==> config.mk <==
export PLATFORM = sky130hd
export DESIGN_NAME = game_timer
export DESIGN_NICKNAME = d
export VERILOG_FILES = /design/src/rtl/game_timer.sv
export SDC_FILE = /design/constraint.sdc
export NUM_CORES = 1
export LEC_CHECK = 0
export ABC_AREA = 1
export ABC_CLOCK_PERIOD_IN_PS = 2240
export BUFFER_PORTS_ARGS = -buffer_cell sky130_fd_sc_hd__buf_2
export CAP_MARGIN = 10
export CORE_MARGIN = 2
export CORE_UTILIZATION = 37
export CTS_CLUSTER_SIZE = 40
export DETAILED_ROUTE_END_ITERATION = 8
export GPL_ROUTABILITY_DRIVEN = 0
export SLEW_MARGIN = 5
export SYNTH_ARGS = -nofsm -noshare
export SYNTH_HDL_FRONTEND = slang
export SYNTH_SLANG_ARGS = --single-unit
export TNS_END_PERCENT = 5
==> constraint.sdc <==
create_clock -name CLOCK_50 -period 2.24 [get_ports CLOCK_50]
set_clock_uncertainty 0.2 [all_clocks]
set_input_delay 0.448 -clock CLOCK_50 [delete_from_list [all_inputs] [get_ports CLOCK_50]]
set_output_delay 0.448 -clock CLOCK_50 [all_outputs]
set_load 0.01 [all_outputs]
==> src/rtl/game_timer.sv <==
// MM:SS BCD level timer with prescaled tick, up/down count, pause, clear and clamped load.
// Down-count latches expired at 00:00; up-count pulses wrapped when rolling over full scale.
module game_timer #(
  parameter int unsigned CLK_HZ       = 50_000_000,
  parameter int unsigned TICK_HZ      = 1,
  parameter int unsigned MIN_TENS_MAX = 9
) (
  input  logic        CLOCK_50,
  input  logic        resetn,
  input  logic        run,
  input  logic        mode,
  input  logic        clear,
  input  logic        load,
  input  logic [15:0] load_bcd,
  output logic [15:0] digits,
  output logic        tick,
  output logic        expired,
  output logic        wrapped
);

  localparam int unsigned DIV = CLK_HZ / TICK_HZ;
  localparam int unsigned PW  = (DIV > 2) ? $clog2(DIV) : 1;
  localparam logic [PW-1:0] PRESC_LAST = PW'(DIV - 1);
  localparam logic [3:0]    MT_MAX     = 4'(MIN_TENS_MAX);

  typedef struct packed {
    logic [3:0] min_tens;
    logic [3:0] min_ones;
    logic [3:0] sec_tens;
    logic [3:0] sec_ones;
  } mmss_t;

  mmss_t         cnt_q, cnt_d;
  mmss_t         load_val, up_val, dn_val, step_val;
  logic [PW-1:0] presc_q, presc_d;
  logic          tick_q, tick_d;
  logic          expired_q, expired_d;
  logic          wrapped_q, wrapped_d;
  logic          up_wrap;

  // Per-digit clamp so the display never sees a non-BCD or out-of-range digit
  always_comb begin
    load_val = mmss_t'(load_bcd);
    if (load_val.sec_ones > 4'd9)   load_val.sec_ones = 4'd9;
    if (load_val.sec_tens > 4'd5)   load_val.sec_tens = 4'd5;
    if (load_val.min_ones > 4'd9)   load_val.min_ones = 4'd9;
    if (load_val.min_tens > MT_MAX) load_val.min_tens = MT_MAX;
  end

  // Up step with ripple carry; full scale rolls to 00:00
  always_comb begin
    up_val  = cnt_q;
    up_wrap = 1'b0;
    if (cnt_q.sec_ones < 4'd9) begin
      up_val.sec_ones = cnt_q.sec_ones + 4'd1;
    end else begin
      up_val.sec_ones = 4'd0;
      if (cnt_q.sec_tens < 4'd5) begin
        up_val.sec_tens = cnt_q.sec_tens + 4'd1;
      end else begin
        up_val.sec_tens = 4'd0;
        if (cnt_q.min_ones < 4'd9) begin
          up_val.min_ones = cnt_q.min_ones + 4'd1;
        end else begin
          up_val.min_ones = 4'd0;
          if (cnt_q.min_tens < MT_MAX) begin
            up_val.min_tens = cnt_q.min_tens + 4'd1;
          end else begin
            up_val.min_tens = 4'd0;
            up_wrap         = 1'b1;
          end
        end
      end
    end
  end

  // Down step with ripple borrow; 00:00 holds
  always_comb begin
    dn_val = cnt_q;
    if (cnt_q != '0) begin
      if (cnt_q.sec_ones != 4'd0) begin
        dn_val.sec_ones = cnt_q.sec_ones - 4'd1;
      end else begin
        dn_val.sec_ones = 4'd9;
        if (cnt_q.sec_tens != 4'd0) begin
          dn_val.sec_tens = cnt_q.sec_tens - 4'd1;
        end else begin
          dn_val.sec_tens = 4'd5;
          if (cnt_q.min_ones != 4'd0) begin
            dn_val.min_ones = cnt_q.min_ones - 4'd1;
          end else begin
            dn_val.min_ones = 4'd9;
            dn_val.min_tens = cnt_q.min_tens - 4'd1;
          end
        end
      end
    end
  end

  assign step_val = mode ? dn_val : up_val;

  // Control priority: clear, then load, then prescaled step
  always_comb begin
    cnt_d     = cnt_q;
    presc_d   = presc_q;
    tick_d    = 1'b0;
    wrapped_d = 1'b0;
    expired_d = expired_q;
    if (clear) begin
      cnt_d     = '0;
      presc_d   = '0;
      expired_d = 1'b0;
    end else if (load) begin
      cnt_d     = load_val;
      presc_d   = '0;
      expired_d = 1'b0;
    end else if (run && !expired_q) begin
      if (presc_q == PRESC_LAST) begin
        presc_d   = '0;
        cnt_d     = step_val;
        tick_d    = 1'b1;
        wrapped_d = !mode && up_wrap;
        expired_d = mode && (step_val == '0);
      end else begin
        presc_d = presc_q + 1'b1;
      end
    end
  end

  always_ff @(posedge CLOCK_50 or negedge resetn) begin
    if (!resetn) begin
      cnt_q     <= '0;
      presc_q   <= '0;
      tick_q    <= 1'b0;
      expired_q <= 1'b0;
      wrapped_q <= 1'b0;
    end else begin
      cnt_q     <= cnt_d;
      presc_q   <= presc_d;
      tick_q    <= tick_d;
      expired_q <= expired_d;
      wrapped_q <= wrapped_d;
    end
  end

  assign digits  = cnt_q;
  assign tick    = tick_q;
  assign expired = expired_q;
  assign wrapped = wrapped_q;

endmodule

; ---- After elaboration in Yosys (flattened, before gate mapping)
; Cells that the tools add are included.
[word_totals]
register_bits = 45
input_bits = 22
out_inout_bits = 19
wordCells = 82
[op_classes]
add_sub_neg = 9
order_cmp = 8
n_eq_ne = 1
mux = 43
reduce_logical = 13
[op_table]
columns = operator, count
row1 = 26-bit two-way mux, 4
row2 = 16-bit two-way mux, 6
row3 = 4-bit two-way mux, 13
row4 = "26-bit by 1-bit adder with 26-bit output, second input constant", 1
row5 = "26-bit == test, second input constant", 1
row6 = 12-bit two-way mux, 2
row7 = "4-bit by 1-bit adder with 4-bit output, second input constant", 4
row8 = 16-bit logical NOT, 1
row9 = 1-bit two-way mux, 16
row10 = 8-bit two-way mux, 2
row11 = 16-bit nonzero test, 1
row12 = "4-bit by 1-bit subtractor with 4-bit output, second input constant", 4
row13 = "4-bit greater-than comparator, second input constant", 3
row14 = "4-bit < comparator, second input constant", 3
row15 = 4-bit nonzero test, 3
row16 = 3-bit nonzero test, 2
row17 = "4-bit by 3-bit greater-than comparator with 1-bit output, second input constant", 1
row18 = "4-bit by 3-bit < comparator with 1-bit output, second input constant", 1
row19 = 1-bit logical AND, 3
row20 = 1-bit logical NOT, 2
row21 = 2-bit AND reduction, 1

; ---- Depth between registers and ports, before layout
; Gate-level depths: netlist of the first run.
[logic_depth]
word_depth = 12
depth_mapped = 15
ltp_nobuf = 15

; ---- Worst setup path after synthesis of the first run
; No wires, ideal clock.
[synth_path]
kind = register -> register
from = reg cnt_q (netlist bit digits[5])
to = reg expired_q, in the netlist expired
setup_ns = 0.117
arrival_time_ns = 1.753
required_time_ns = 1.923
slack_ns = 0.169
stages_incl_launch_ff = 16
n_path_buf = 0
cell_sequence = dfrtp_1 inv_1 ha_1 inv_1 a21oi_1 nor2_4 nand2_4 inv_1 nor2_1 nand2_1 nand2_1 inv_1 nand2_1 nor2_1 nand3_1 nand2_1
[synth_via]
elab_chain_len = 11
elab_cells_between_ends = 19
cone_classes = add/sub (2) / order compare (1) / mux (12) / reduce/logical (4)
[synth_lines]
columns = element, line_no
row1 = "start, declared", 33  ; mmss_t cnt_q, cnt_d;
row2 = "start signal, assigned", 138  ; cnt_q <= cnt_d;
row3 = 4-bit by 1-bit subtractor with 4-bit output / 4-bit nonzero test (equally long branches), "86, 85"
row4 = 4-bit two-way mux / 8-bit two-way mux (equally long branches), 85  ; if (cnt_q.sec_tens != 4'd0) begin
row5 = 12-bit two-way mux, 81  ; if (cnt_q.sec_ones != 4'd0) begin
row6 = 16-bit two-way mux, 80  ; if (cnt_q != '0) begin
row7 = 16-bit two-way mux (*), 100  ; assign step_val = mode ? dn_val : up_val;
row8 = 16-bit logical NOT (*), 123  ; expired_d = mode && (step_val == '0);
row9 = 1-bit logical AND (*), 123
row10 = 1-bit two-way mux (*), 118  ; if (presc_q == PRESC_LAST) begin
row11 = 1-bit two-way mux (*), 117  ; end else if (run && !expired_q) begin
row12 = 1-bit two-way mux (*), 113  ; end else if (load) begin
row13 = 1-bit two-way mux (*), 109  ; if (clear) begin
row14 = "end signal, assigned", 141  ; expired_q <= expired_d;
row15 = "end, declared", 37  ; logic expired_q, expired_d;
; Mark *: on every way between the ends. The rest lies on a longest branch, timed or not. The select of a mux whose other input is x is not followed.
; A chain may end at the register's enable or synchronous reset.

; ---- Worst setup path in the final report of the first run
[layout_path]
from = reg expired_q, in the netlist expired
to = reg presc_q[25]
[layout_via]
elab_chain_len = 3
[layout_lines]
columns = element, line_no
row1 = 1-bit logical NOT, 117
row2 = 1-bit logical AND, 117
row3 = 3-bit nonzero test (no line), -
row4 = "end signal, assigned", 139  ; presc_q <= presc_d;
row5 = "end, declared", 35  ; logic [PW-1:0] presc_q, presc_d;
; Every way passes these cells.

==> run summary, run 1 <==
In this run the worst path has a maximum fanout of 6. In the synthesized netlist the dominant register cell turns out to be sky130_fd_sc_hd__dfrtp_1. The clock net in this run drives a total of 45 sinks. The layout cell share with drive strength beyond 1 was 25.6%. In this run the worst setup path terminates at presc_q[25]$_DFFE_PN0P_. The run finished with clean final reports. The final layout contains 617 nets.

By area the synthesized netlist is led by sky130_fd_sc_hd__dfrtp_1, sky130_fd_sc_hd__nand2_1, sky130_fd_sc_hd__nor2_1. The number of routed nets with antenna violations is 0. The reg-to-reg startpoint was expired$_DFFE_PN0P_. Global routing finished with a remaining overflow of 0. The finished cells cover 0.00434 sq mm. Setup repair after global routing could not meet its margin everywhere. Setup violations remaining at the end of the flow were counted as 0.

The tools report the number of DRC markers after the initial detailed-route iteration as 201. The static power due to leakage is 0.00211 uW. The die is 103 microns wide. Detailed placement HPWL: 8200 microns. Max-cap violations in this run came to 0.

The initial antenna violation count was 0; the count of inserted antenna diode cells was 0. The first global-routing pass estimated 17600 microns of wire. The die covers 0.0107 sq mm. Traced cell by cell, the critical path runs through inv_1 -> nand2_1 -> nand2_4 -> nand2_2 -> nor2_4 -> nand2_2 -> nor2_4 -> nand3_2 -> nor2_2 -> nand3_1 -> nor2_1 -> nor2_1. Summed over its instances, the top area cell type makes up 30.9% of the synthesized netlist area.

The height of the die came out at 103 microns. The register bit count reported by yosys was 45; the clock-pin slew on the worst setup and hold paths was 0.10 ns. The signal arrival time at the worst endpoint came out at 2.10 ns.

The critical path starts at expired$_DFFE_PN0P_. During I/O placement, the number of pins put on the boundary was 41. The number of warnings reported in the yosys synthesis log is 0, and the total cell area at the placement stage is 0.00415 sq mm. The synthesized area per cell was 6.99 sq um. The tree is rooted in a sky130_fd_sc_hd__clkbuf_8.

In this run, synthesis inferred 0 flip-flops with an integrated enable. The ratio of total power to cell area was 523 mW/mm^2; the clock buffer count from CTS was 5. The logs give 20 for the maximum number of pins on one net before global-route repair and 3762 for the total number of vias.

The H-tree generated during clock tree synthesis spans 2 levels. For the pin with the worst max-slew slack, the measured transition is 0.428 ns. The area of the placeable core was 0.00968 sq mm; the number of distinct library cell variants in the gate-level netlist after synthesis was 45. The total wire length after detailed routing came out at 10700 microns.

The tools report the maximum root-to-sink buffer count as 2. The number of post-CTS setup repair buffers is 0, and the worst ir drop on vdd is 0.000327 V. STA classifies the critical path endpoint as a register. The tools report the sequential share of the synthesized area as 30.9%.

The peak clock frequency supported by timing came out at 478 MHz. For the worst setup path, the data required time is 2.25 ns. The startpoint type of the worst setup path was a register. Cells fill 44.8% of the core in the end.

The number of global-route vias before repair came out at 3608. In this run the critical register-to-register path is captured at presc_q[25]$_DFFE_PN0P_. Once the floorplan was initialized, standard cells occupied 37.6% of the core. The number of port buffers is 40. For the worst flop-to-flop path, the logic depth is 12. The area growth from synthesis to final layout is 19.1%, and the clock latency on the worst-skew pair is 0.31 ns. The number of nets in the synthesized netlist is 553. The tools report the number of optimization iterations in the first detailed-route pass as 4. The logs give 0.00364 sq mm for the cell area after synthesis and 0 for the number of hold-slack violations in the final timing report. The final critical path time including I/O delays and setup was 2.09 ns; the worst hold margin was 0.237 ns. On the critical path, the stage with the largest delay is an instance of sky130_fd_sc_hd__dfrtp_1. TritonCTS built the clock tree. After technology mapping, the gate count stands at 521. The slack of the worst reg-to-reg path was 0.15 ns; the number of remaining DRC errors was 0.

The number of rows created at floorplan was 36. In this design, the stage delay of the slowest critical-path cell is 0.44 ns. The tools report the overall fraction of global-route tracks in use as 21.2%.

Counting flops with an async set or reset pin after synthesis yields a share of 100%. The cell type contributing the most total cell area after synthesis is sky130_fd_sc_hd__dfrtp_1. After detailed routing, the average wire length per cell comes to 14.8 microns.

Using the TritonRoute via totals, the vias-per-cell ratio works out to 5.23. Relative slew slack: 71.4%. Final-report max-slew violation count: 0. The critical path is of the reg2reg type.

Of the available clock period, the critical path in the final layout requires 93.3%. The type of the worst min-delay path is in2reg.
## synthesized netlist by cell type (2+ instances only)
cell type,n
sky130_fd_sc_hd__o21ai_1,7
sky130_fd_sc_hd__nor2_1,59
sky130_fd_sc_hd__o22ai_1,11
sky130_fd_sc_hd__ha_1,10
sky130_fd_sc_hd__a21oi_1,27
sky130_fd_sc_hd__inv_1,57
sky130_fd_sc_hd__a211oi_1,2
sky130_fd_sc_hd__nand2_1,114
sky130_fd_sc_hd__o21ai_0,26
sky130_fd_sc_hd__nand2_4,5
sky130_fd_sc_hd__buf_6,2
sky130_fd_sc_hd__a31oi_1,2
sky130_fd_sc_hd__nand3_2,3
sky130_fd_sc_hd__nor4_1,5
sky130_fd_sc_hd__a21oi_2,2
sky130_fd_sc_hd__inv_2,7
sky130_fd_sc_hd__a22oi_1,3
sky130_fd_sc_hd__nand3_1,43
sky130_fd_sc_hd__nor2_4,9
sky130_fd_sc_hd__nand3_4,2
sky130_fd_sc_hd__nor2_2,9
sky130_fd_sc_hd__nor3_1,15
sky130_fd_sc_hd__dfrtp_1,45
sky130_fd_sc_hd__o211ai_1,2
sky130_fd_sc_hd__nand4_1,12
sky130_fd_sc_hd__xor2_1,10
sky130_fd_sc_hd__buf_2,5
sky130_fd_sc_hd__nand2_2,9
sky130_fd_sc_hd__or2_2,2
## cell usage in the layout (no fill, tap or decap), types with 4 or more instances in the layout
cell type                  count
sky130_fd_sc_hd__a21oi_1      26
sky130_fd_sc_hd__buf_2        40
sky130_fd_sc_hd__buf_4        24
sky130_fd_sc_hd__clkbuf_8      5
sky130_fd_sc_hd__dfrtp_1      45
sky130_fd_sc_hd__ha_1          6
sky130_fd_sc_hd__inv_1        48
sky130_fd_sc_hd__inv_2        16
sky130_fd_sc_hd__nand2_1     112
sky130_fd_sc_hd__nand2_2      11
sky130_fd_sc_hd__nand2_4       5
sky130_fd_sc_hd__nand3_1      43
sky130_fd_sc_hd__nand4_1      12
sky130_fd_sc_hd__nor2_1       57
sky130_fd_sc_hd__nor2_2       11
sky130_fd_sc_hd__nor2_4       10
sky130_fd_sc_hd__nor3_1       14
sky130_fd_sc_hd__nor4_1        4
sky130_fd_sc_hd__o21ai_0      26
sky130_fd_sc_hd__o21ai_1       7
sky130_fd_sc_hd__o22ai_1      11
sky130_fd_sc_hd__xor2_1       10
## registers in the layout, summed over array words and instances, names as in the netlist
signal   count
tick         1
presc_q     26
digits      16
wrapped      1
expired      1
## cell families (layout without fill, tap and decap cells)
logic type / count (synthesis) / in the layout / synth area share, %
xor+xnor: 11 / 11 / 2.65
compound gates: 88 / 88 / 14.1
buf+inv: 75 / 139 / 8.55
flops: 45 / 45 / 30.9
fa+ha+maj: 10 / 10 / 3.44
simple gates: 292 / 293 / 40.4
## repair_timing
| item | 4_1_cts | 5_1_grt |
|---|---|---|
| pin swaps | 0 | 6 |
| endpoints found under the setup margin | 1 | 15 |
| resized for setup | 2 | 24 |
| hold buffers | 1 | 0 |
| gates cloned | 0 | 1 |
| hold endpoints to repair | 14 | 0 |
## critical path, delay by kind of cell, from the launching register on
family	cells	cell delay (ns)
flops	1	0.44
simple gates	11	1.28
buf+inv	1	0.07
## per-stage QoR
step	setup WS, ns	setup TNS (ns)	instances	total power [uW]
after floorplan	0.169	0	521	1420
after global placement	-0.00506	-0.00506	709	1690
after detailed placement	-0.0221	-0.0221	709	1700
after CTS	0.0307	0	718	2250
after global routing	-0.0294	-0.0479	719	2430
final	0.150	0	719	2270
## metal layers
layer | global-route usage, % | vias up | wire length, microns
li1 | - | 1859 | -
met1 | 27.5 | 1781 | 4670
met2 | 35.9 | 105 | 5280
met3 | 3.36 | 17 | 507
met4 | 7.39 | 0 | 210
met5 | 0 | - | 0
## final cells by class
cell class / instances / area (sq um)
Clock inverter: 3 / 21.3
Multi-Input combinational cell: 402 / 2300
Timing Repair Buffer: 66 / 410
Sequential cell: 45 / 1130
Inverter: 65 / 249
Fill cell: 1033 / 5350
Clock buffer: 5 / 68.8
Tap cell: 133 / 166
## how the worst min path moves through the flow
stage / startpoint / endpoint / slack, ns / cells after the start
after floorplan: resetn / digits[0]$_DFFE_PN0P_ / -0.05 / 0
after global placement: resetn / digits[2]$_DFFE_PN0P_ / 0.22 / 1
after detailed placement: resetn / digits[2]$_DFFE_PN0P_ / 0.22 / 1
after CTS: load_bcd[12] / digits[12]$_DFFE_PN0P_ / 0.23 / 3
after global routing: load_bcd[12] / digits[12]$_DFFE_PN0P_ / 0.24 / 3
final: load_bcd[12] / digits[12]$_DFFE_PN0P_ / 0.24 / 3
## power breakdown
group          leakage (uW)  switching [uW]  internal [uW]
sequential         0.000617            36.7            842
clock             0.0000445             311            222
combinational       0.00145             540            319
total               0.00211             888           1380
No activity file was read; power rests on OpenSTA's default activity.
==> run 2: changes to the inputs <==
- CELL_PAD_IN_SITES_DETAIL_PLACEMENT: not set -> 2
- CELL_PAD_IN_SITES_GLOBAL_PLACEMENT: not set -> 2
- CORE_UTILIZATION: 37 -> 33
- PLACE_DENSITY_LB_ADDON: not set -> 0.1
==> run summary, run 2 (same netlist as run 1, synthesis figures left out) <==
The flow ran to the end, and the final reports show no timing, DRC or antenna violations. The initial antenna violation count is 0 (unchanged). The number of filler cells placed in the layout came out at 1334 (was 1033). The register with the highest flop count was presc_q (unchanged). The number of H-tree levels came out at 2 (unchanged).

The tools report the count of endpoints failing setup in the final report as 0 (unchanged). The final critical path time including I/O delays and setup is 2.17 ns (was 2.09 ns), and the number of optimization iterations in the first detailed-route pass is 4 (unchanged). The peak clock frequency supported by timing is 461 MHz (was 478 MHz). The final non-filler cell area is 0.00447 sq mm (was 0.00434 sq mm).

The clock latency on the worst-skew pair was 0.33 ns (was 0.31 ns). The tools report the cell chosen for the clock root as sky130_fd_sc_hd__clkbuf_8 (unchanged). The total cell area at the placement stage is 0.00422 sq mm (was 0.00415 sq mm), and the horizontal extent of the die is 109 microns (was 103 microns). For the maximum number of pins on one net before global-route repair, the log shows 46 (was 20).

The tools report the relative slew slack as 65.1% (was 71.4%). Worst ir drop on vdd: 0.000271 V (was 0.000327 V). The tools report the final cell count without fillers as 735 (was 719).

The type of the worst min-delay path was in2reg (unchanged). The number of global-route vias before repair came out at 4104 (was 3608). The layout cell share with drive strength beyond 1 came out at 27.2% (was 25.6%). The static power due to leakage was 0.00217 uW (was 0.00211 uW); the detailed placement HPWL was 10900 microns (was 8200 microns). The run gives 33.7% (was 37.6%) as the starting density of the core.

Startpoint type of the worst setup path: a register (unchanged). Portion of the clock cycle consumed by the worst path in the final layout: 96.9% (was 93.3%). The number of port buffers was 40 (unchanged); the clock buffer count from CTS was 5 (unchanged).

The max-capacitance violation count came out at 0 (unchanged). The run gives 45 (unchanged) as the total number of clock tree sinks. The run gives 14100 microns (was 10700 microns) as the total wire length after detailed routing.

The startpoint-to-endpoint class of the critical path was reg2reg (unchanged). The tools report the number of DRC markers after the initial detailed-route iteration as 132 (was 201). Critical path's slowest cell: sky130_fd_sc_hd__dfrtp_1 (unchanged).

Leading cell types in the layout, fill and taps excluded: sky130_fd_sc_hd__nand2_1, sky130_fd_sc_hd__nor2_1, sky130_fd_sc_hd__inv_1 (unchanged). The tools report the area of the die as 0.0119 sq mm (was 0.0107 sq mm). The nature of the critical path endpoint is a register (unchanged). TritonCTS built the clock tree. The run gives 0.0108 sq mm (was 0.00968 sq mm) as the area of the placeable core. The maximum root-to-sink buffer count is 2 (unchanged), and the total number of vias is 3900 (was 3762).

The most common cell type on the critical path was sky130_fd_sc_hd__nand2_1. The overall fraction of global-route tracks in use was 24.6% (was 21.2%). Setup repair after global routing could not meet its margin everywhere. The height of the die works out to 109 microns (was 103 microns).

Cell-by-cell trace of the critical path: inv_1 -> ha_4 -> nand2_4 -> nand2_4 -> inv_1 -> nand2_1 -> nor2_1 -> a21oi_1 -> nand2_1 -> nor2_1 -> nand2_1 -> nor2_1 -> nand3_1 -> nand2_1 (was inv_1 -> nand2_1 -> nand2_4 -> nand2_2 -> nor2_4 -> nand2_2 -> nor2_4 -> nand3_2 -> nor2_2 -> nand3_1 -> nor2_1 -> nor2_1). The highest fanout seen on the critical path is 5 (was 6), and the maximum single-stage delay on the critical path is 0.40 ns (was 0.44 ns). The final-report max-slew violation count is 0 (unchanged).

Number of remaining DRC errors: 0 (unchanged). The global-route congestion overflow total was 0 (unchanged); the area growth from synthesis to final layout was 22.8% (was 19.1%). The number of cells in the design after placement is 723 (was 709).

The wire length per cell after detailed routing came out at 19.2 microns (was 14.8 microns). The leading cell type in the layout, fill and taps excluded is sky130_fd_sc_hd__nand2_1 (unchanged). The number of hold-slack violations in the final timing report was 0 (unchanged). The data required time at the worst endpoint was 2.30 ns (was 2.25 ns). The flip-flop count of the largest register, all copies and words added came out at 26 (unchanged). The tools report the first-pass GRT wire length as 22300 microns (was 17600 microns). Clock-pin slew on the worst setup and hold paths: 0.10 ns (about the same). The count of inserted antenna diode cells was 0 (unchanged); the number of rows created at floorplan was 38 (was 36).

The logs give 2.24 ns (was 2.10 ns) for the signal arrival time at the worst endpoint and 626 (was 617) for the net count reported at finish. The ratio of total power to cell area was 541 mW/mm^2 (was 523 mW/mm^2); the core occupancy in the finished layout was 41.4% (was 44.8%). The number of routed nets with antenna violations was 0 (unchanged); the via density per instance was 5.31 (was 5.23). The number of top-level pins is 41 (unchanged).

The transition time of the tightest slew-check pin came out at 0.523 ns (was 0.428 ns).
-- run 2: path summary, 6_finish.rpt --
check / start / end / slack, ns / depth (start not counted)
min: load_bcd[1] / digits[1]$_DFFE_PN0P_ / 0.23 / 3
min reg2reg: presc_q[12]$_DFFE_PN0P_ / presc_q[12]$_DFFE_PN0P_ / 0.33 / 1
min in group asynchronous: resetn / digits[8]$_DFFE_PN0P_ / 0.43 / 3
max in group asynchronous: resetn / presc_q[12]$_DFFE_PN0P_ / 1.14 / 3
max: digits[1]$_DFFE_PN0P_ / expired$_DFFE_PN0P_ / 0.07 / 14
max reg2reg: digits[1]$_DFFE_PN0P_ / expired$_DFFE_PN0P_ / 0.07 / 14
-- run 2: critical path: cells and delay by family, from the launching register on --
kind	cells	cell delay (ns)
AND/OR/NAND/NOR	10	0.93
flip-flops	1	0.40
buffers and inverters	2	0.22
adder cells (fa/ha/maj)	1	0.20
AO/OA/AOI/OAI	1	0.17
-- run 2: through the flow --
step	setup WS [ns]	hold WS [ns]	power, uW	setup TNS (ns)
after global placement	-0.0249	0.259	1740	-0.0249
after global routing	-0.146	0.251	2580	-0.384
after floorplan	0.169	-0.0476	1420	0
after detailed placement	-0.0226	0.264	1770	-0.0448
after CTS	0.00610	0.215	2370	0
final	0.0689	0.231	2420	0
-- run 2: power breakdown --
part	leakage, uW	switching, uW	internal [uW]
Combinational	0.00151	608	353
Clock	0.0000447	350	227
Sequential	0.000616	37.4	842
-- run 2: what timing repair did --
action / in CTS / in global routing
hold endpoints to repair: 45 / 0
setup buffers: 0 / 2
resized for setup: 5 / 27
pin swaps: 0 / 8
setup endpoints to repair: 4 / 21
cloned: 0 / 1
hold buffers: 1 / 0
-- run 2: cell type report --
class / count / area [sq um] / share of cell area (%)
clock inverter: 3 / 25.0 / 0.560
multi-input combinational: 402 / 2340 / 52.2
inverter: 65 / 249 / 5.57
tap: 140 / 175 / 3.92
timing repair buffer: 75 / 490 / 11.0
sequential: 45 / 1130 / 25.2
clock buffer: 5 / 68.8 / 1.54
-- run 2: metal layers --
layer  track usage [%]  part of all wire, %  vias up
met2              37.6                   45       77
met5                 0                    0        -
met1              37.1                   50     1929
li1                  -                    -     1883
met4              5.31                  1.3        0
met3              2.69                  4.0       11
==> run 3: changes to the inputs <==
- ABC_AREA: 1 -> not set
- CORE_UTILIZATION: 33 -> 35
==> run summary, run 3 <==
The tools report the cell chosen for the clock root as sky130_fd_sc_hd__clkbuf_8 (unchanged). The register bit count reported by yosys works out to 45 (unchanged). The synthesized instance count came out at 425 (was 521). Largest cells by area after synthesis: sky130_fd_sc_hd__dfrtp_1, sky130_fd_sc_hd__nor2_1, sky130_fd_sc_hd__o21ai_0 (was sky130_fd_sc_hd__dfrtp_1, sky130_fd_sc_hd__nand2_1, sky130_fd_sc_hd__nor2_1). The detailed placement HPWL was 12600 microns (was 10900 microns); the starting density of the core was 36.3% (was 33.7%). Number of enable flip-flop cells after synthesis: 0 (unchanged).

The total nets after synthesis is 457 (was 553). The logs give 1 for the initial antenna violation count and 30 for the global-route congestion overflow total. The tools report the worst endpoint from the post-global-route timing repair as digits[6]$_DFFE_PN0P_/D. Most used standard cells in the synthesized netlist: sky130_fd_sc_hd__nor2_1, sky130_fd_sc_hd__dfrtp_1, sky130_fd_sc_hd__nand2_1, sky130_fd_sc_hd__o21ai_0, sky130_fd_sc_hd__a21oi_1 (was sky130_fd_sc_hd__nand2_1, sky130_fd_sc_hd__nor2_1, sky130_fd_sc_hd__inv_1, sky130_fd_sc_hd__dfrtp_1, sky130_fd_sc_hd__nand3_1).

The sequential share of the synthesized area is 33.2% (was 30.9%), and the clock buffer count from CTS is 5 (unchanged). The run gives 41 (unchanged) as the number of top-level pins. Number of rows created at floorplan: 35 (was 38). The maximum root-to-sink buffer count came out at 2 (unchanged). The number of cells in the design after placement came out at 687 (was 723). Cell type contributing the most total cell area after synthesis: sky130_fd_sc_hd__dfrtp_1 (unchanged). Height of the die: 102 microns (was 109 microns).

The top-area cell type share of the netlist area was 33.2% (was 30.9%). The cell area after synthesis was 0.00339 sq mm (was 0.00364 sq mm). The worst endpoint pin kind is a sequential cell input.

The flow did not finish. For the total number of clock tree sinks, the log shows 45 (unchanged). The most common cell in the netlist was sky130_fd_sc_hd__nor2_1 (was sky130_fd_sc_hd__nand2_1).

Most used flip-flop cell after synthesis: sky130_fd_sc_hd__dfrtp_1 (unchanged). Across every metal layer, demand over resource in global routing totals 72.6%. The synthesized area per cell came out at 7.97 sq um (was 6.99 sq um). The tool reported: "[ERROR GRT-0232] Routing congestion too high. Check the congestion heatmap in the GUI". The logs give 2 (unchanged) for the number of H-tree levels and 0 (unchanged) for the number of warnings reported in the yosys synthesis log.

The horizontal extent of the die works out to 102 microns (was 109 microns). Entering global routing, the biggest net connects 46 pins. For the number of distinct library cell variants in the gate-level netlist after synthesis, the log shows 69 (was 45). Progress stopped at global routing (5_1_grt). The number of port buffers works out to 40 (unchanged). The fraction of registers with async set or reset after synthesis works out to 100% (unchanged).
[run 3: cell count changes after synthesis, sizes merged, moves of 7 or more]
cell,before,now
buf,9,2
clkbuf,1,20
inv,65,19
nand2,128,37
nand3,48,22
nor2,77,47
nor2b,0,9
nor3,17,8
o211ai,2,11
o22ai,11,3
xnor2,1,10
[run 3: kinds of logic after synthesis]
kind of cell / count (synthesis) / synth area share, %
AND/OR/NAND/NOR: 191 / 30.6
AO/OA/AOI/OAI: 116 / 22.1
flip-flops: 45 / 33.2
buffers and inverters: 42 / 4.69
XOR/XNOR: 16 / 4.14
adder cells (fa/ha/maj): 10 / 3.69
multiplexers: 5 / 1.51
[run 3: metal layers]
layer / GRT overflow / track usage (%)
met2: 9 / 88.5
met4: 20 / 72.3
met3: 1 / 56.1
met5: 0 / 28.8
met1: 0 / 73.5
[run 3: repair_timing]
item                                    4_1_cts
hold endpoints to repair                     45
pin swaps                                    19
endpoints found under the setup margin       38
setup buffers                                10
hold buffers                                  1
gates resized for setup                      44
gates cloned                                  0
[run 3: metrics by stage]
| step | cell area, sq um | setup WS [ns] | hold slack, ns | utilization, % |
|---|---|---|---|---|
| after floorplan | 3450 | -0.451 | -0.0476 | - |
| after global placement | 4600 | -0.452 | 0.260 | 49.3 |
| after detailed placement | 4600 | -0.849 | 0.268 | 49.3 |
| after CTS | 4940 | -0.604 | 0.162 | 53.0 |
==> run 4: changes to the inputs <==
- CELL_PAD_IN_SITES_DETAIL_PLACEMENT: 2 -> not set
- CELL_PAD_IN_SITES_GLOBAL_PLACEMENT: 2 -> not set
- CORE_UTILIZATION: 35 -> 22
- CTS_CLUSTER_SIZE: 40 -> not set
- PLACE_DENSITY_LB_ADDON: 0.1 -> 0.15
==> run summary, run 4 <==
The flow ran to the end, but the final reports show violations. The final reports fail on negative setup slack. For the total number of clock tree sinks, the log shows 45 (unchanged). After routing the design area is 0.00501 sq mm. Uppermost layer routed: met4. Most used standard cells in the synthesized netlist: sky130_fd_sc_hd__nor2_1, sky130_fd_sc_hd__dfrtp_1, sky130_fd_sc_hd__nand2_1, sky130_fd_sc_hd__o21ai_0, sky130_fd_sc_hd__a21oi_1 (unchanged). The fraction of registers with async set or reset after synthesis works out to 100% (unchanged). The total number of vias was 3764; the sequential share of the synthesized area was 33.2% (unchanged).

The area of the die came out at 0.0164 sq mm. The area of the placeable core was 0.0151 sq mm; the total wire length after detailed routing was 11900 microns. The number of enable flip-flop cells after synthesis is 0 (unchanged), and the starting density of the core is 22.4% (was 36.3%). The logs give 2.69 ns for the signal arrival time at the worst endpoint and 5 (unchanged) for the clock buffer count from CTS.

Number of hold-slack violations in the final timing report: 0. After detailed routing, the met3 layer carries 431 microns of wire. TritonCTS built the clock tree. For the number of H-tree levels, the log shows 2 (unchanged).

Most common cell in the netlist: sky130_fd_sc_hd__nor2_1 (unchanged). The worst hold margin was 0.0505 ns. The cell type contributing the most total cell area after synthesis was sky130_fd_sc_hd__dfrtp_1 (unchanged). The top-area cell type share of the netlist area is 33.2% (unchanged).

For the first-pass GRT wire length, the log shows 19300 microns. The post-route netlist has 38.1% of its cells at a drive strength greater than 1. The run gives 0 (was 10) as the number of post-CTS setup repair buffers. In this run the worst hold path is classified as in2async.

The pre-antenna-repair detailed-routing pass consisted of 4 iterations. At the later pin of the worst-skew pair, clock insertion delay measures 0.29 ns. The logs give 5660 microns for the routed length on met1 and 0 for the max-capacitance violation count. The register with the highest flop count is presc_q. The height of the die is 128 microns (was 102 microns). The worst register-to-register path begins at digits[12]$_DFFE_PN0P_.

After the last flow step, the layout net total stands at 603. Power spread over the standard cell area amounts to 451 mW/mm^2. The most used flip-flop cell after synthesis was sky130_fd_sc_hd__dfrtp_1 (unchanged). The total nets after synthesis came out at 457 (unchanged).

The tools report the startpoint type of the worst setup path as a register. In this run, the number of DRC markers left after iteration 0 of detailed routing was 241. The count of endpoints failing setup in the final report came out at 16. The synthesized instance count came out at 425 (unchanged). The global-route congestion overflow total was 0; the cell area after synthesis was 0.00339 sq mm (unchanged). The logs give 0 (unchanged) for the number of warnings reported in the yosys synthesis log and 0.000295 V for the worst ir drop on vdd. The initial antenna violation count came out at 0. The tools report the number of buffers added to fix hold violations after cts as 0 (was 1).

For the static power due to leakage, the log shows 0.00217 uW. The portion of the clock cycle consumed by the worst path in the final layout works out to 120%. The startpoint-to-endpoint class of the critical path is reg2reg. The final worst-path setup slack was -0.446 ns. The overall fraction of global-route tracks in use was 14.8%. The logs give 0 for the final-report max-slew violation count and 59.3% for the relative slew slack. Setup repair after global routing could not meet its margin everywhere. The flip-flop count of the largest register, all copies and words added works out to 26. Register bit count reported by yosys: 45 (unchanged).

The number of routed nets with antenna violations was 0. The run gives 372 MHz as the peak clock frequency supported by timing. At the pin with the least slew margin, the transition time is 0.611 ns. The highest fanout seen on the critical path works out to 7.

Wire length per cell after detailed routing: 15.6 microns. The routed length on met2 is 5630 microns. For the total cell area at the placement stage, the log shows 0.00470 sq mm (was 0.00460 sq mm).

The number of remaining DRC errors was 0; the number of top-level pins was 41 (unchanged). Clock-pin slew was measured on the worst setup and hold paths at 0.07 ns. Largest cells by area after synthesis: sky130_fd_sc_hd__dfrtp_1, sky130_fd_sc_hd__nor2_1, sky130_fd_sc_hd__o21ai_0 (unchanged). Relative to the synthesized area, the layout overhead comes to 47.8%.

STA classifies the critical path endpoint as a register. The library cell used most frequently in the layout, excluding fill and tap cells, is sky130_fd_sc_hd__buf_4. The via density per instance came out at 4.95. For the maximum number of pins on one net before global-route repair, the log shows 46.

The tools report the cell chosen for the clock root as sky130_fd_sc_hd__clkbuf_16 (was sky130_fd_sc_hd__clkbuf_8). The data required time at the worst endpoint is 2.25 ns, and the count of inserted antenna diode cells is 0. The top cell types in the final layout, fill and taps aside, are sky130_fd_sc_hd__buf_4, sky130_fd_sc_hd__nor2_1, sky130_fd_sc_hd__dfrtp_1. The number of port buffers came out at 40 (unchanged).

The number of global-route vias before repair came out at 3749. The run gives 9240 microns (was 12600 microns) as the detailed placement HPWL. Counting I/O delays and the setup requirement, the final critical path takes 2.69 ns. The run gives 45 (was 35) as the number of rows created at floorplan. The maximum root-to-sink buffer count came out at 2 (unchanged). For the number of filler cells placed in the layout, the log shows 1581. The horizontal extent of the die came out at 128 microns (was 102 microns). The tools report the number of distinct library cell variants in the gate-level netlist after synthesis as 69 (unchanged).

The first element of the critical path was digits[12]$_DFFE_PN0P_. The synthesized area per cell works out to 7.97 sq um (unchanged).
run 4: cell counts after synthesis:
Identical to the previous run, type by type.
run 4: worst max-delay path, stage by stage, from the launching register on:
cell and delay (ns):
sky130_fd_sc_hd__dfrtp_1 0.37, sky130_fd_sc_hd__inv_2 0.05, sky130_fd_sc_hd__ha_1 0.20, sky130_fd_sc_hd__or3b_4 0.25
sky130_fd_sc_hd__buf_4 0.13, sky130_fd_sc_hd__nand4_1 0.28, sky130_fd_sc_hd__or4_4 0.61, sky130_fd_sc_hd__o311ai_2 0.11
sky130_fd_sc_hd__buf_4 0.17, sky130_fd_sc_hd__nand2b_1 0.06, sky130_fd_sc_hd__a211oi_2 0.18
run 4: metrics by stage:
step	total power [uW]	setup slack (ns)	instances	TNS (ns)	util (%)
after floorplan	1170	-0.451	425	-4.39	-
after global placement	1490	-0.487	752	-5.46	31.0
after detailed placement	1490	-0.515	752	-5.85	31.0
after CTS	2270	-0.420	760	-3.96	32.4
after global routing	2400	-0.539	760	-5.83	33.1
final	2260	-0.446	760	-3.83	33.1
run 4: where the power goes:
| group | switching, uW | total, uW | internal [uW] | leakage (uW) |
|---|---|---|---|---|
| Combinational | 343 | 665 | 322 | 0.00148 |
| Sequential | 18.9 | 849 | 830 | 0.000617 |
| Clock | 329 | 745 | 416 | 0.0000702 |
| Total | 691 | 2260 | 1570 | 0.00217 |
run 4: worst paths after layout:
| check | to | slack [ns] | depth (start not counted) |
|---|---|---|---|
| setup / recovery | digits[15]$_DFFE_PN0P_ | -0.45 | 10 |
| hold / removal | presc_q[21]$_DFFE_PN0P_ | 0.05 | 2 |
| setup reg to reg | digits[15]$_DFFE_PN0P_ | -0.45 | 10 |
| hold reg to reg | presc_q[0]$_DFFE_PN0P_ | 0.33 | 1 |
| max in group asynchronous | presc_q[10]$_DFFE_PN0P_ | 1.38 | 2 |
| min in group CLOCK_50 | digits[14]$_DFFE_PN0P_ | 0.21 | 3 |
run 4: final cells by class:
type	instances	area (sq um)	share of cell area, %
multi-input combinational	338	2290	45.7
timing repair buffer	161	1130	22.6
sequential	45	1130	22.5
tap	188	235	4.70
clock buffer	5	125	2.50
inverter	20	77.6	1.55
clock inverter	3	21.3	0.425
run 4: cell families (layout without fill, tap and decap cells):
kind of cell / after synthesis / in the layout / share of synthesized area [%]
xor+xnor: 16 / 16 / 4.14
mux: 5 / 5 / 1.51
simple gates: 191 / 191 / 30.6
compound gates: 116 / 116 / 22.1
flops: 45 / 45 / 33.2
buf+inv: 42 / 189 / 4.69
fa+ha+maj: 10 / 10 / 3.69
run 4: metal layers:
| metal | global-route usage [%] | vias up |
|---|---|---|
| met5 | 0 | - |
| met4 | 4.20 | 0 |
| met3 | 2.05 | 9 |
| met2 | 25.2 | 79 |
| met1 | 19.6 | 1821 |
| li1 | - | 1855 |
run 4: repair_timing:
action                                  4_1_cts  5_1_grt
pin swaps                                    10        8
resized for setup                            19       25
endpoints found under the setup margin       30       37
